$ cat src/rtl/game_timer_pkg.sv
// Shared types and constants for the game round timer.
package game_timer_pkg;

  // Controller states; running covers RUN and PAUSED, expired is EXPIRED only.
  typedef enum logic [1:0] {
    ST_IDLE    = 2'd0,
    ST_RUN     = 2'd1,
    ST_PAUSED  = 2'd2,
    ST_EXPIRED = 2'd3
  } state_e;

  // Width of one BCD digit.
  localparam int BCD_W = 4;

  // Largest value the two seconds digits can show.
  localparam int unsigned MAX_SECS = 99;

  // Two-digit BCD seconds value.
  typedef struct packed {
    logic [BCD_W-1:0] tens;
    logic [BCD_W-1:0] ones;
  } bcd2_t;

  // Binary seconds to two BCD digits, clamped to MAX_SECS.
  function automatic bcd2_t to_bcd2(input int unsigned secs);
    int unsigned v;
    bcd2_t       r;
    v      = (secs > MAX_SECS) ? MAX_SECS : secs;
    r.tens = BCD_W'(v / 10);
    r.ones = BCD_W'(v % 10);
    return r;
  endfunction

endpackage : game_timer_pkg

$ cat src/rtl/game_timer_bcd2_add_sat.sv
// Combinational two-digit BCD adder that saturates at 99.
module bcd2_add_sat
  import game_timer_pkg::*;
(
  input  bcd2_t a_i,
  input  bcd2_t b_i,
  output bcd2_t sum_o
);

  localparam int SUM_W = BCD_W + 1;

  logic [SUM_W-1:0] ones_raw;
  logic [SUM_W-1:0] tens_raw;
  logic             carry;

  // Add the ones digits, fold any decimal carry into the tens, clamp above 99.
  // NOTE: every signal written in this block is given a value on every path
  // (defaults first), so no latch can be inferred.
  always_comb begin
    ones_raw = {1'b0, a_i.ones} + {1'b0, b_i.ones};
    carry    = (ones_raw > SUM_W'(9));
    tens_raw = {1'b0, a_i.tens} + {1'b0, b_i.tens} + {{BCD_W{1'b0}}, carry};

    sum_o.ones = carry ? BCD_W'(ones_raw - SUM_W'(10)) : ones_raw[BCD_W-1:0];
    sum_o.tens = tens_raw[BCD_W-1:0];

    // A tens digit past 9 means the total exceeded 99.
    if (tens_raw > SUM_W'(9)) begin
      sum_o = to_bcd2(MAX_SECS);
    end
  end

endmodule : bcd2_add_sat

$ cat src/rtl/game_timer.sv
// Countdown round timer: 1 Hz prescaler, BCD seconds, pause, bonus, timeout.
module game_timer
  import game_timer_pkg::*;
#(
  parameter int unsigned CLK_HZ     = 100_000_000,
  parameter int unsigned START_SECS = 30,
  parameter int unsigned BONUS_SECS = 5
) (
  input  logic             clk,
  input  logic             rst_n,
  input  logic             start,
  input  logic             pause,
  input  logic             bonus,
  output logic [BCD_W-1:0] sec_tens,
  output logic [BCD_W-1:0] sec_ones,
  output logic             running,
  output logic             expired,
  output logic             timeout
);

  // A 1 Hz clock would give $clog2 of 0; keep at least one prescaler bit.
  localparam int unsigned PRESC_W = (CLK_HZ > 1) ? $clog2(CLK_HZ) : 1;
  localparam logic [PRESC_W-1:0] PRESC_MAX = PRESC_W'(CLK_HZ - 1);
  localparam logic [PRESC_W-1:0] PRESC_ONE = PRESC_W'(1);

  localparam bcd2_t START_BCD = to_bcd2(START_SECS);
  localparam bcd2_t BONUS_BCD = to_bcd2(BONUS_SECS);
  localparam bcd2_t ZERO_BCD  = '0;

  state_e               state_q,   state_d;
  logic [PRESC_W-1:0]   presc_q,   presc_d;
  bcd2_t                digits_q,  digits_d;
  logic                 timeout_q, timeout_d;

  logic  counting;   // RUN or PAUSED: the round is live
  logic  advance;    // live and not held by pause: prescaler moves this cycle
  logic  tick;       // last cycle of the current second
  bcd2_t bonus_sum;  // digits plus bonus, saturated
  bcd2_t sum;        // digits after an optional bonus, before any decrement
  bcd2_t dec;        // sum minus one second

  bcd2_add_sat u_bonus_add (
    .a_i   (digits_q),
    .b_i   (BONUS_BCD),
    .sum_o (bonus_sum)
  );

  // Pause acts as a level: the prescaler stands still whenever it is high,
  // and moves again on the very cycle it drops, so the partial second survives.
  assign counting = (state_q == ST_RUN) || (state_q == ST_PAUSED);
  assign advance  = counting && !pause;
  assign tick     = advance && (presc_q == PRESC_MAX);

  // Bonus is applied before the decrement, so bonus+tick gives value+bonus-1
  // and bonus+tick at 00 gives bonus-1 with no timeout.
  always_comb begin
    sum = (counting && bonus) ? bonus_sum : digits_q;
    dec = sum;
    if (sum.ones == '0) begin
      dec.ones = BCD_W'(9);
      dec.tens = sum.tens - BCD_W'(1);
    end else begin
      dec.ones = sum.ones - BCD_W'(1);
    end
  end

  // Next state, prescaler, digits and timeout pulse; start overrides everything.
  always_comb begin
    state_d   = state_q;
    presc_d   = presc_q;
    digits_d  = digits_q;
    timeout_d = 1'b0;

    if (start) begin
      state_d  = ST_RUN;
      presc_d  = '0;
      digits_d = START_BCD;
    end else begin
      case (state_q)
        ST_RUN, ST_PAUSED: begin
          state_d  = pause ? ST_PAUSED : ST_RUN;
          digits_d = sum;
          if (advance) begin
            if (tick) begin
              presc_d = '0;
              if (sum == ZERO_BCD) begin
                state_d   = ST_EXPIRED;
                timeout_d = 1'b1;
              end else begin
                digits_d = dec;
              end
            end else begin
              presc_d = presc_q + PRESC_ONE;
            end
          end
        end
        ST_EXPIRED: begin
          presc_d  = '0;
          digits_d = ZERO_BCD;
        end
        default: begin
          // IDLE: digits and prescaler hold until start.
        end
      endcase
    end
  end

  // State register.
  // NOTE: sequential logic uses non-blocking assignments so every flop samples
  // the pre-edge values regardless of block evaluation order.
  always_ff @(posedge clk or negedge rst_n) begin
    if (!rst_n) begin
      state_q <= ST_IDLE;
    end else begin
      state_q <= state_d;
    end
  end

  // Datapath registers: prescaler, BCD digits and the registered timeout pulse.
  always_ff @(posedge clk or negedge rst_n) begin
    if (!rst_n) begin
      presc_q   <= '0;
      digits_q  <= START_BCD;
      timeout_q <= 1'b0;
    end else begin
      presc_q   <= presc_d;
      digits_q  <= digits_d;
      timeout_q <= timeout_d;
    end
  end

  assign sec_tens = digits_q.tens;
  assign sec_ones = digits_q.ones;
  assign running  = counting;
  assign expired  = (state_q == ST_EXPIRED);
  assign timeout  = timeout_q;

endmodule : game_timer
$ cat config.mk
export PLATFORM = sky130hd
export DESIGN_NAME = game_timer
export DESIGN_NICKNAME = d
export VERILOG_FILES = /design/src/rtl/game_timer_pkg.sv /design/src/rtl/game_timer_bcd2_add_sat.sv /design/src/rtl/game_timer.sv
export SDC_FILE = /design/constraint.sdc
export NUM_CORES = 1
export LEC_CHECK = 0
export BUFFER_PORTS_ARGS = -buffer_cell sky130_fd_sc_hd__buf_2
export CAP_MARGIN = 15
export CORE_MARGIN = 3
export CORE_UTILIZATION = 66
export DETAILED_ROUTE_END_ITERATION = 16
export HOLD_SLACK_MARGIN = 0.06
export PLACE_DENSITY = 0.86
export RECOVER_POWER = 25
export SLEW_MARGIN = 20
export SYNTH_ARGS = -nofsm -noshare
export SYNTH_HDL_FRONTEND = slang
export SYNTH_SLANG_ARGS = --single-unit
$ cat constraint.sdc
create_clock -name clk -period 8.93 [get_ports clk]
set_clock_uncertainty 0.2 [all_clocks]
set_input_delay 0.4465 -clock clk [delete_from_list [all_inputs] [get_ports clk]]
set_output_delay 0.4465 -clock clk [all_outputs]
set_load 0.02 [all_outputs]
==> impl_metrics.toml, run 1 <==
[outcome]
status = "finished, violations left"
violations = "max-capacitance violations, max-slew violations"

[layout]
num_antenna_cells = 0
drive_gt1_share_pct = 9.231
area_delta_synth_final_pct = 7.060
fin_area_mm2 = 0.002789
layout.nets = 341
final.fill_count = 323

[setup_path]
crit_path_end_kind = "flip-flop"
cp_max_fo = 11
critical_path_class = "flip-flop to flip-flop"
r2r_slack_ps = 3740
cp-start-kind = "flip-flop"
cp_common_cell = "ha_1"
reg2regPathDepth = 19
r2r-start = "sec_ones[0]"
crit_chain = "ha_1, xor2_1, ha_1, a2bb2oi_1, o221a_2, ha_1, ha_1, and4b_1, mux2i_1, and2_1, nor3_1, nor2_1, inv_1, ha_1, inv_1, a211o_1, or4b_4, mux2i_1, a311o_1"
arrival_ps = 5210
regToRegEndpoint = "sec_tens[1]"
cp.required_ps = 8950
cp_slowest_stage_delay_ps = 570
critical_path.slowest_cell = "or4b_4"

[cts]
cts_tree = "built"
htree_levels = 2
clk_pin_slew_worst_paths_ps = 70
clock-sinks = 38
post-cts-setup-buffers = 0
cts_buffer_depth = 2
hold_buffers = 0
cts_made_buffers = 5
cts_root_buf = "clkbuf_8"
ctsResizeCount = 0
clk-insertion-delay-late_ps = 290

[synthesis]
seq_area_frac_synth_pct = 36.60
yosys-top-cells-area = "dfrtp_1 35%, nor2_1 6.1%, xor2_1 5.0%, nand2_1 4.9%, ha_1 4.8%"
syn_nets = 328
synth_ff_type = "dfrtp_1"
synth.distinct_cells = 55
synth_top_area_share_pct = 34.58
synth_area_leader_cell = "dfrtp_1"
syn_area_mm2 = 0.002605
async_flop_share_pct = 100.0
netlist_instances = 313
ys_seq_elements = 38
yosysWarnings = 0
synth_edf_count = 0
avgSynthCellArea_um2 = 8.323

[timing]
worst_slack_ps = 3737
setup_tns_ps = 0
slew_violations = 39
setup_viol = 0
fin_crit_sh_pct = 58.15
min_period_ps = 5193
rsz0062_at_grt = "no"
tightest_slew_ps = 1985
max_freq_mhz = 192.6
whs_ps = 223.3
hold_viol = 0
slew_headroom_pct = -32.36

[placement]
dp_hpwl_um = 4129
globalplace.congestion = 0.9208
postPlaceCellArea_mm2 = 0.002705
place_ws_ps = 3770
io_buffer_count = 15

[grt]
grt_usage_pct = 25.88
grt_pass1_vias = 2055
top_usage_layer = "met2"
overflow = 0
grt_use_met3_pct = 4.376
grt_max_degree = 39
use_met2_pct = 44.70
antenna_found_initial = 0
grt_pass1_wl_um = 9232
grtUsageMet1_pct = 33.93

[hold_path]
worstHoldStart = "start"
hold_path_depth = 2
hp-class = "input port to flip-flop"
holdPathEnd = "timeout"

[route]
ant_nets = 0
first_iter_violations = 147
wl_per_cell_um = 15.21
vias = 2300
drc = 0
first_pass_iters = 4
vias_per_cell = 6.166
drt_wl_total_um = 5674

[die]
core-area_mm2 = 0.003744
fp.dieH_um = 68.83
dieArea_mm2 = 0.004737
ios = 16
std_cell_rows = 22
die_w_um = 68.83
start_util_pct = 69.59

[power]
p_leak_nw = 1.224
vdd_drop_max_mv = 0.1374
finalPower_mw = 0.7666
p_per_area_mw_per_mm2 = 274.9

[run]
maxCapViolCount = 1
-- cell type report --
class	count	area [um2]	share of cell area, %
multi-input cells	254	1574	56.44
flip-flops and latches	38	953.4	34.19
clock buffers	6	82.58	2.961
repair buffers	15	73.82	2.647
well taps	48	60.06	2.153
inverters	12	45.04	1.615
-- how the worst max path moves through the flow --
stage          slack, ps   startpoint  cells after the start     endpoint
2_1_floorplan       3950  sec_ones[0]                     20  sec_tens[1]
3_3_place_gp        3980  sec_ones[0]                     19  sec_tens[1]
3_5_place_dp        3770  sec_ones[0]                     19  sec_tens[1]
4_1_cts             3780  sec_ones[0]                     19  sec_tens[1]
5_1_grt             3420  sec_ones[0]                     19  sec_tens[1]
6_report            3740  sec_ones[0]                     19  sec_tens[1]
-- critical path: cells and delay by family (launching register included) --
family,cells,cell delay (ps)
adders and majority gates,5,1420
and+or+nand+nor,5,1370
AOI/OAI and AO/OA,4,1060
DFF,1,450
xor gates and xnor gates,1,280
muxes,2,230
buffers and inverters,2,110
-- cell usage after synthesis, drive strengths merged, types with 2 or more instances --
cell,number
nand4,7
and2,3
a211o,4
nand2,34
a2111oi,2
and3,8
xnor2,5
xor2,15
a22oi,2
nand3,19
or2,2
and4b,2
dfrtp,36
a21o,3
o21a,2
a31oi,3
o21bai,3
ha,10
a211oi,3
mux2i,4
o31ai,5
nor2,42
a21oi,9
nor3,13
a21boi,2
or4b,2
o21ai,20
nand2b,2
clkbuf,8
a22o,2
dfstp,2
nor4,4
nor2b,5
a2bb2oi,3
inv,12
-- power by group --
group / internal [mW] / total, mW / leakage [nW] / switching (mW)
sequential: 0.195 / 0.224 / 0.516 / 0.0297
clock: 0.0595 / 0.114 / 0.0431 / 0.0546
combinational: 0.156 / 0.428 / 0.665 / 0.272
total: 0.410 / 0.767 / 1.22 / 0.356
-- cells in the final DEF, fill, tap and decap left out, types with 4 or more instances in the layout --
cell and n:
nor2_1 41, dfrtp_1 36, nand2_1 34, o21ai_0 19, nand3_1 19, xor2_1 15
buf_2 14, nor3_1 13, inv_1 12, ha_1 10, a21oi_1 9, and3_1 8
nand4_1 7, clkbuf_8 6, xnor2_1 5, o31ai_1 5, nor2b_1 4, mux2i_1 4
nor4_1 4, a211o_1 4
-- state kept, by name, summed over array words and instances (netlist names) --
register  flops
sec_tens      4
sec_ones      4
state_q       2
presc_q      27
timeout       1
-- stage by stage --
| step | instances | util [%] |
|---|---|---|
| final | 373 | 74.50 |
| after global routing | 373 | 74.50 |
| after CTS | 373 | 74.47 |
| after detailed placement | 367 | 72.26 |
| after global placement | 367 | 72.26 |
| after floorplan | 313 | - |
-- kinds of logic after synthesis --
family	after synthesis	synth area share (%)
buffers and inverters	21	3.074
DFF	38	36.60
adders and majority gates	10	4.803
and+or+nand+nor	150	28.63
AOI/OAI and AO/OA	70	18.64
muxes	4	1.537
xor gates and xnor gates	20	6.724
-- routing by layer --
metal	up-vias	wire length, um
met5	-	0
met4	0	49
li1	1148	-
met3	6	216
met1	1099	2616
met2	47	2791
No activity file was read; power rests on OpenSTA's default activity.
==> inputs of run 2 (changes only) <==
--- a/config.mk
+++ b/config.mk
@@ -8,10 +8,10 @@
 export BUFFER_PORTS_ARGS = -buffer_cell sky130_fd_sc_hd__buf_2
 export CAP_MARGIN = 15
 export CORE_MARGIN = 3
-export CORE_UTILIZATION = 66
+export CORE_UTILIZATION = 61
 export DETAILED_ROUTE_END_ITERATION = 16
 export HOLD_SLACK_MARGIN = 0.06
-export PLACE_DENSITY = 0.86
+export PLACE_DENSITY = 0.8
 export RECOVER_POWER = 25
 export SLEW_MARGIN = 20
 export SYNTH_ARGS = -nofsm -noshare
==> constraint.sdc (replaced) <==
create_clock -name clk -period 5.35 [get_ports clk]
set_clock_uncertainty 0.2 [all_clocks]
set_input_delay 0.2675 -clock clk [delete_from_list [all_inputs] [get_ports clk]]
set_output_delay 0.2675 -clock clk [all_outputs]
set_load 0.02 [all_outputs]
==> run 2 against run 1 <==
The flow still finishes with violations (max-capacitance violations, max-slew violations). Final cell count up 1.6%. Combinational power up 67%. Critical path depth down 1. Clock power up 78%. Sequential share of layout area down 0.54 points. Core utilization down 4.5 points. Flip-flop and latch count unchanged. Register-to-register slack worse by 3400 ps. Design area up 1.9%. Via count up 1.5%. Largest cell class unchanged.
==> impl_metrics.toml, run 2 (same netlist as run 1, synthesis figures left out) <==
[outcome]
status = "finished, violations left"
violations = "max-capacitance violations, max-slew violations"

[timing]
rsz0062_at_grt = "no"
hold_viol = 0
setup_tns_ps = 0
tightest_slew_ps = 2011
setup_viol = 0
max_freq_mhz = 199.6
min_period_ps = 5010
worst_slack_ps = 340.3
fin_crit_sh_pct = 93.64
slew_headroom_pct = -34.07
slew_violations = 39

[power]
p_leak_nw = 1.224
p_per_area_mw_per_mm2 = 456.5
vdd_drop_max_mv = 0.2818

[die]
std_cell_rows = 23
core-area_mm2 = 0.004058
fp.dieH_um = 71.35
start_util_pct = 64.20
dieArea_mm2 = 0.005091
ios = 16
die_w_um = 71.35

[layout]
regArea_um2 = 955.9
drive_gt1_share_pct = 11.25
layout.nets = 343
num_antenna_cells = 0
final.fill_count = 341
regMostFlops = "presc_q"
multi_input_area_mm2 = 0.001594
layout_commonest_cell = "nor2_1"
area_delta_synth_final_pct = 9.078
final_cell_mix = "41 x nor2_1, 34 x nand2_1, 34 x dfrtp_1"
largest_reg_flops = 27
fin_area_mm2 = 0.002841

[route]
vias_per_cell = 6.161
wl_per_cell_um = 15.00
vias = 2335
drt_wl_total_um = 5685
drc = 0
first_pass_iters = 4
ant_nets = 0
first_iter_violations = 145

[setup_path]
arrival_ps = 5030
regToRegEndpoint = "sec_tens[1]"
cp_max_fo = 8
reg2regPathDepth = 18
critical_path.slowest_cell = "or4b_4"
cp_slowest_stage_delay_ps = 580
critPathBufInv = 1
cp-start-kind = "flip-flop"
critical_path_class = "flip-flop to flip-flop"
r2r-start = "sec_ones[0]"
crit_path_end_kind = "flip-flop"
cp.required_ps = 5370
r2r_slack_ps = 340
crit_chain = "ha_2, xor2_2, ha_1, nand2b_1, a2bb2oi_1, o221a_2, ha_1, ha_2, and4b_1, mux2i_1, and2_1, o31a_1, ha_1, inv_1, a211o_1, or4b_4, mux2i_1, a311o_1"
cp_common_cell = "ha_1"
cp_top_family = "compound AO/OA/AOI/OAI gates"

[grt]
antenna_found_initial = 0
grt_pass1_wl_um = 9798
grt_max_degree = 39
grt_pass1_vias = 2118
overflow = 0
grt_usage_pct = 23.84

[cts]
clk-insertion-delay-late_ps = 290
cts_made_buffers = 5
cts_tree = "built"
clk_pin_slew_worst_paths_ps = 70
post-cts-setup-buffers = 0
clock-sinks = 38
cts_buffer_depth = 2
htree_levels = 2
cts_root_buf = "clkbuf_8"

[hold_path]
holdPathEnd = "state_q[1]"
worstHoldStart = "pause"
hold_path_depth = 3
hp-class = "input port to flip-flop"

[placement]
io_buffer_count = 15
dp_hpwl_um = 4117
place_ws_ps = 125.0
globalplace.congestion = 0.8986
postPlaceCellArea_mm2 = 0.002708

[run]
maxCapViolCount = 1
[run 2: power breakdown]
group	internal, mW	switching (mW)
clock network	0.104	0.0995
registers	0.326	0.0519
logic	0.268	0.448
[run 2: cell type report]
| cell class | count | area share, % |
|---|---|---|
| multi-input combinational | 254 | 56.10 |
| sequential | 38 | 33.64 |
| timing repair buffer | 17 | 3.258 |
| clock buffer | 7 | 3.038 |
| tap | 50 | 2.202 |
| inverter | 12 | 1.585 |
| clock inverter | 1 | 0.1761 |
[run 2: worst max-delay path by stage]
stage | startpoint | endpoint | slack [ps] | cells after the start
floorplan | sec_ones[0] | sec_tens[1] | 370 | 20
global placement | sec_ones[0] | sec_tens[1] | 380 | 19
detailed placement | sec_ones[0] | sec_tens[1] | 130 | 19
CTS | sec_ones[0] | sec_tens[1] | 90 | 19
global route | sec_ones[0] | sec_tens[1] | 30 | 18
finish | sec_ones[0] | sec_tens[1] | 340 | 18
[run 2: metrics by stage]
step                      utilization (%)  power, mW  std cells  hold WS (ps)
after global placement              66.73      1.055        369         207.3
after detailed placement            66.73      1.075        369         211.0
after CTS                           69.47      1.284        379         134.0
after global routing                70.03      1.406        379         170.1
final                               70.03      1.297        379         126.5
after floorplan                         -     0.9166        313        -228.1
[run 2: per-layer routing]
layer / vias up / GRT usage (%) / wire, um / share of wire (%)
met5: - / 0 / 0 / 0
met4: 0 / 8.559 / 81 / 1.4
met3: 9 / 3.366 / 173 / 3.0
met2: 43 / 39.80 / 2701 / 48
met1: 1124 / 31.65 / 2728 / 48
li1: 1159 / - / - / -
[run 2: what timing repair did]
item,CTS,global route
setup endpoints to repair,0,5
resized for setup,0,7
hold buffers,2,0
hold endpoints to repair,39,0
[run 2: worst register-to-register path, delay by kind of cell, from the launching register on]
kind                     cells  cell delay [ps]
AO/OA/AOI/OAI                5             1320
XOR/XNOR                     1              210
adder cells (fa/ha/maj)      5             1170
buffers and inverters        1               40
flip-flops                   1              430
multiplexers                 2              360
AND/OR/NAND/NOR              4             1210
==> inputs of run 3 (changes only) <==
--- a/config.mk
+++ b/config.mk
@@ -8,10 +8,9 @@
 export BUFFER_PORTS_ARGS = -buffer_cell sky130_fd_sc_hd__buf_2
 export CAP_MARGIN = 15
 export CORE_MARGIN = 3
-export CORE_UTILIZATION = 61
+export CORE_UTILIZATION = 25
 export DETAILED_ROUTE_END_ITERATION = 16
 export HOLD_SLACK_MARGIN = 0.06
-export PLACE_DENSITY = 0.8
 export RECOVER_POWER = 25
 export SLEW_MARGIN = 20
 export SYNTH_ARGS = -nofsm -noshare
==> constraint.sdc (replaced) <==
create_clock -name clk -period 5.35 [get_ports clk]
set_clock_uncertainty 0.2 [all_clocks]
set_input_delay 0.8025 -clock clk [delete_from_list [all_inputs] [get_ports clk]]
set_output_delay 0.8025 -clock clk [all_outputs]
set_load 0.02 [all_outputs]
==> run 3 against run 2 <==
The run still ends with max-capacitance violations, max-slew violations left. Sequential power increased by 1%. Global-route usage decreased by 13 points. Die area increased by 130%. Wire length increased by 9.2%. Core utilization decreased by 40 points. Final cell count increased by 21%. Fmax increased by 0.43%. Sequential share of layout area decreased by 1.2 points. Flip-flop and latch count unchanged.
==> impl_metrics.toml, run 3 (same netlist as run 1, synthesis figures left out) <==
[cts]
clock-sinks = 38
cts_made_buffers = 5
htree_levels = 2
clk_pin_slew_worst_paths_ps = 80
cts_root_buf = "clkbuf_8"
hold_buffers = 0
cts_tree = "built"
clk-insertion-delay-late_ps = 300
cts_buffer_depth = 2

[placement]
globalplace.congestion = 0.8922
dp_hpwl_um = 4504
io_buffer_count = 15
place_ws_ps = 123.6
postPlaceCellArea_mm2 = 0.002814

[setup_path]
regToRegEndpoint = "sec_tens[1]"
critical_path_class = "flip-flop to flip-flop"
reg2regPathDepth = 21
crit_path_end_kind = "flip-flop"
r2r_slack_ps = 360
cp-start-kind = "flip-flop"
cp.required_ps = 5380
cp_max_fo = 8
r2r-start = "sec_ones[0]"
arrival_ps = 5020

[outcome]
violations = "max-capacitance violations, max-slew violations"
status = "finished, violations left"

[layout]
layout.nets = 341
final.fill_count = 1080
regArea_um2 = 955.9
regMostFlops = "presc_q"
post-route-util_pct = 29.63
fin_area_mm2 = 0.002949
multi_input_area_mm2 = 0.001599
largest_reg_flops = 27
drive_gt1_share_pct = 11.62
num_antenna_cells = 0
final_cell_mix = "41 x nor2_1, 34 x nand2_1, 34 x dfrtp_1"
area_delta_synth_final_pct = 13.21
layout_commonest_cell = "nor2_1"

[timing]
tightest_slew_ps = 2115
max_freq_mhz = 200.5
min_period_ps = 4988
slew_headroom_pct = -41.01
slew_violations = 39
fin_crit_sh_pct = 93.24
rsz0062_at_grt = "no"
setup_tns_ps = 0
hold_viol = 0
setup_viol = 0
worst_slack_ps = 361.8

[route]
first_iter_violations = 164
vias_per_cell = 5.061
wl_per_cell_um = 13.50
ant_nets = 0
drt_wl_total_um = 6208
vias = 2328
drc = 0
first_pass_iters = 4

[die]
die_w_um = 108.1
fp.dieH_um = 108.1
start_util_pct = 26.17
core-area_mm2 = 0.009955
dieArea_mm2 = 0.01168
ios = 16
std_cell_rows = 36

[grt]
grt_pass1_wl_um = 10670
antenna_found_initial = 0
grt_usage_pct = 11.18
grt_pass1_vias = 2280
overflow = 0
grt_max_degree = 39

[power]
vdd_drop_max_mv = 0.1701
seq_power_share_pct = 28.4
p_comb_share_pct = 53.4
finalPower_mw = 1.351
p_switching_mw = 0.6201
internal-power_mw = 0.7307
pwr-share-clk_pct = 18.2
swShare_pct = 45.91
p_per_area_mw_per_mm2 = 458.0
p_leak_nw = 1.230

[hold_path]
worstHoldStart = "presc_q[4]"
holdPathEnd = "presc_q[4]"
hold_path_depth = 1
hp-class = "flip-flop to flip-flop"

[run]
maxCapViolCount = 1
[run 3: final cells by class]
cell class,instances,area share [%]
Clock buffer,5,2.333
Multi-Input combinational cell,254,54.22
Sequential cell,38,32.41
Tap cell,133,5.643
Timing Repair Buffer,15,2.503
Inverter,12,1.527
Clock inverter,3,1.358
[run 3: stage by stage]
step | cells | hold WS (ps)
after floorplan | 313 | 265.7
after global placement | 452 | 282.8
after detailed placement | 452 | 298.6
after CTS | 460 | 313.8
after global routing | 460 | 336.5
final | 460 | 309.7
[run 3: power by group through the flow]
stage | logic (mW) | clock network [mW] | registers, mW
5_1_grt | 0.806 | 0.263 | 0.389
3_5_place_dp | 0.706 | 0 | 0.381
4_1_cts | 0.709 | 0.252 | 0.376
3_3_place_gp | 0.689 | 0 | 0.377
2_1_floorplan | 0.531 | 0 | 0.386
6_report | 0.721 | 0.246 | 0.383
[run 3: worst max-delay path by stage]
stage / start / end / slack [ps]
floorplan: sec_ones[0] / sec_tens[1] / 370
global placement: sec_ones[0] / sec_tens[1] / 380
detailed placement: sec_ones[0] / sec_tens[1] / 120
finish: sec_ones[0] / sec_tens[1] / 360
global route: sec_ones[0] / sec_tens[1] / 9
CTS: sec_ones[0] / sec_tens[1] / 100
[run 3: what timing repair did]
action / 4_1_cts / 5_1_grt
gates resized for setup: 0 / 7
buffers inserted: 0 / 0
endpoints found under the setup margin: 0 / 5
[run 3: worst max-delay path, cell delays in order (launching register included)]
cell and delay, ps:
dfrtp_2 460, inv_1 80, ha_1 330, inv_1 100, ha_1 140, nand2b_1 120
a31oi_1 200, o221a_2 230, ha_1 240, ha_2 320, o21ai_0 170, mux2i_1 120
and2_1 230, nor3_1 210, nor2_1 110, inv_1 70, ha_1 170, inv_1 40
a211o_1 310, or4b_4 570, mux2i_1 140, a311o_1 360
[run 3: routing by layer]
| layer | GRT usage, % | wire length [um] |
|---|---|---|
| met2 | 18.12 | 2798 |
| met3 | 2.328 | 272 |
| met5 | 0 | 0 |
| met1 | 14.80 | 3024 |
| met4 | 3.877 | 112 |
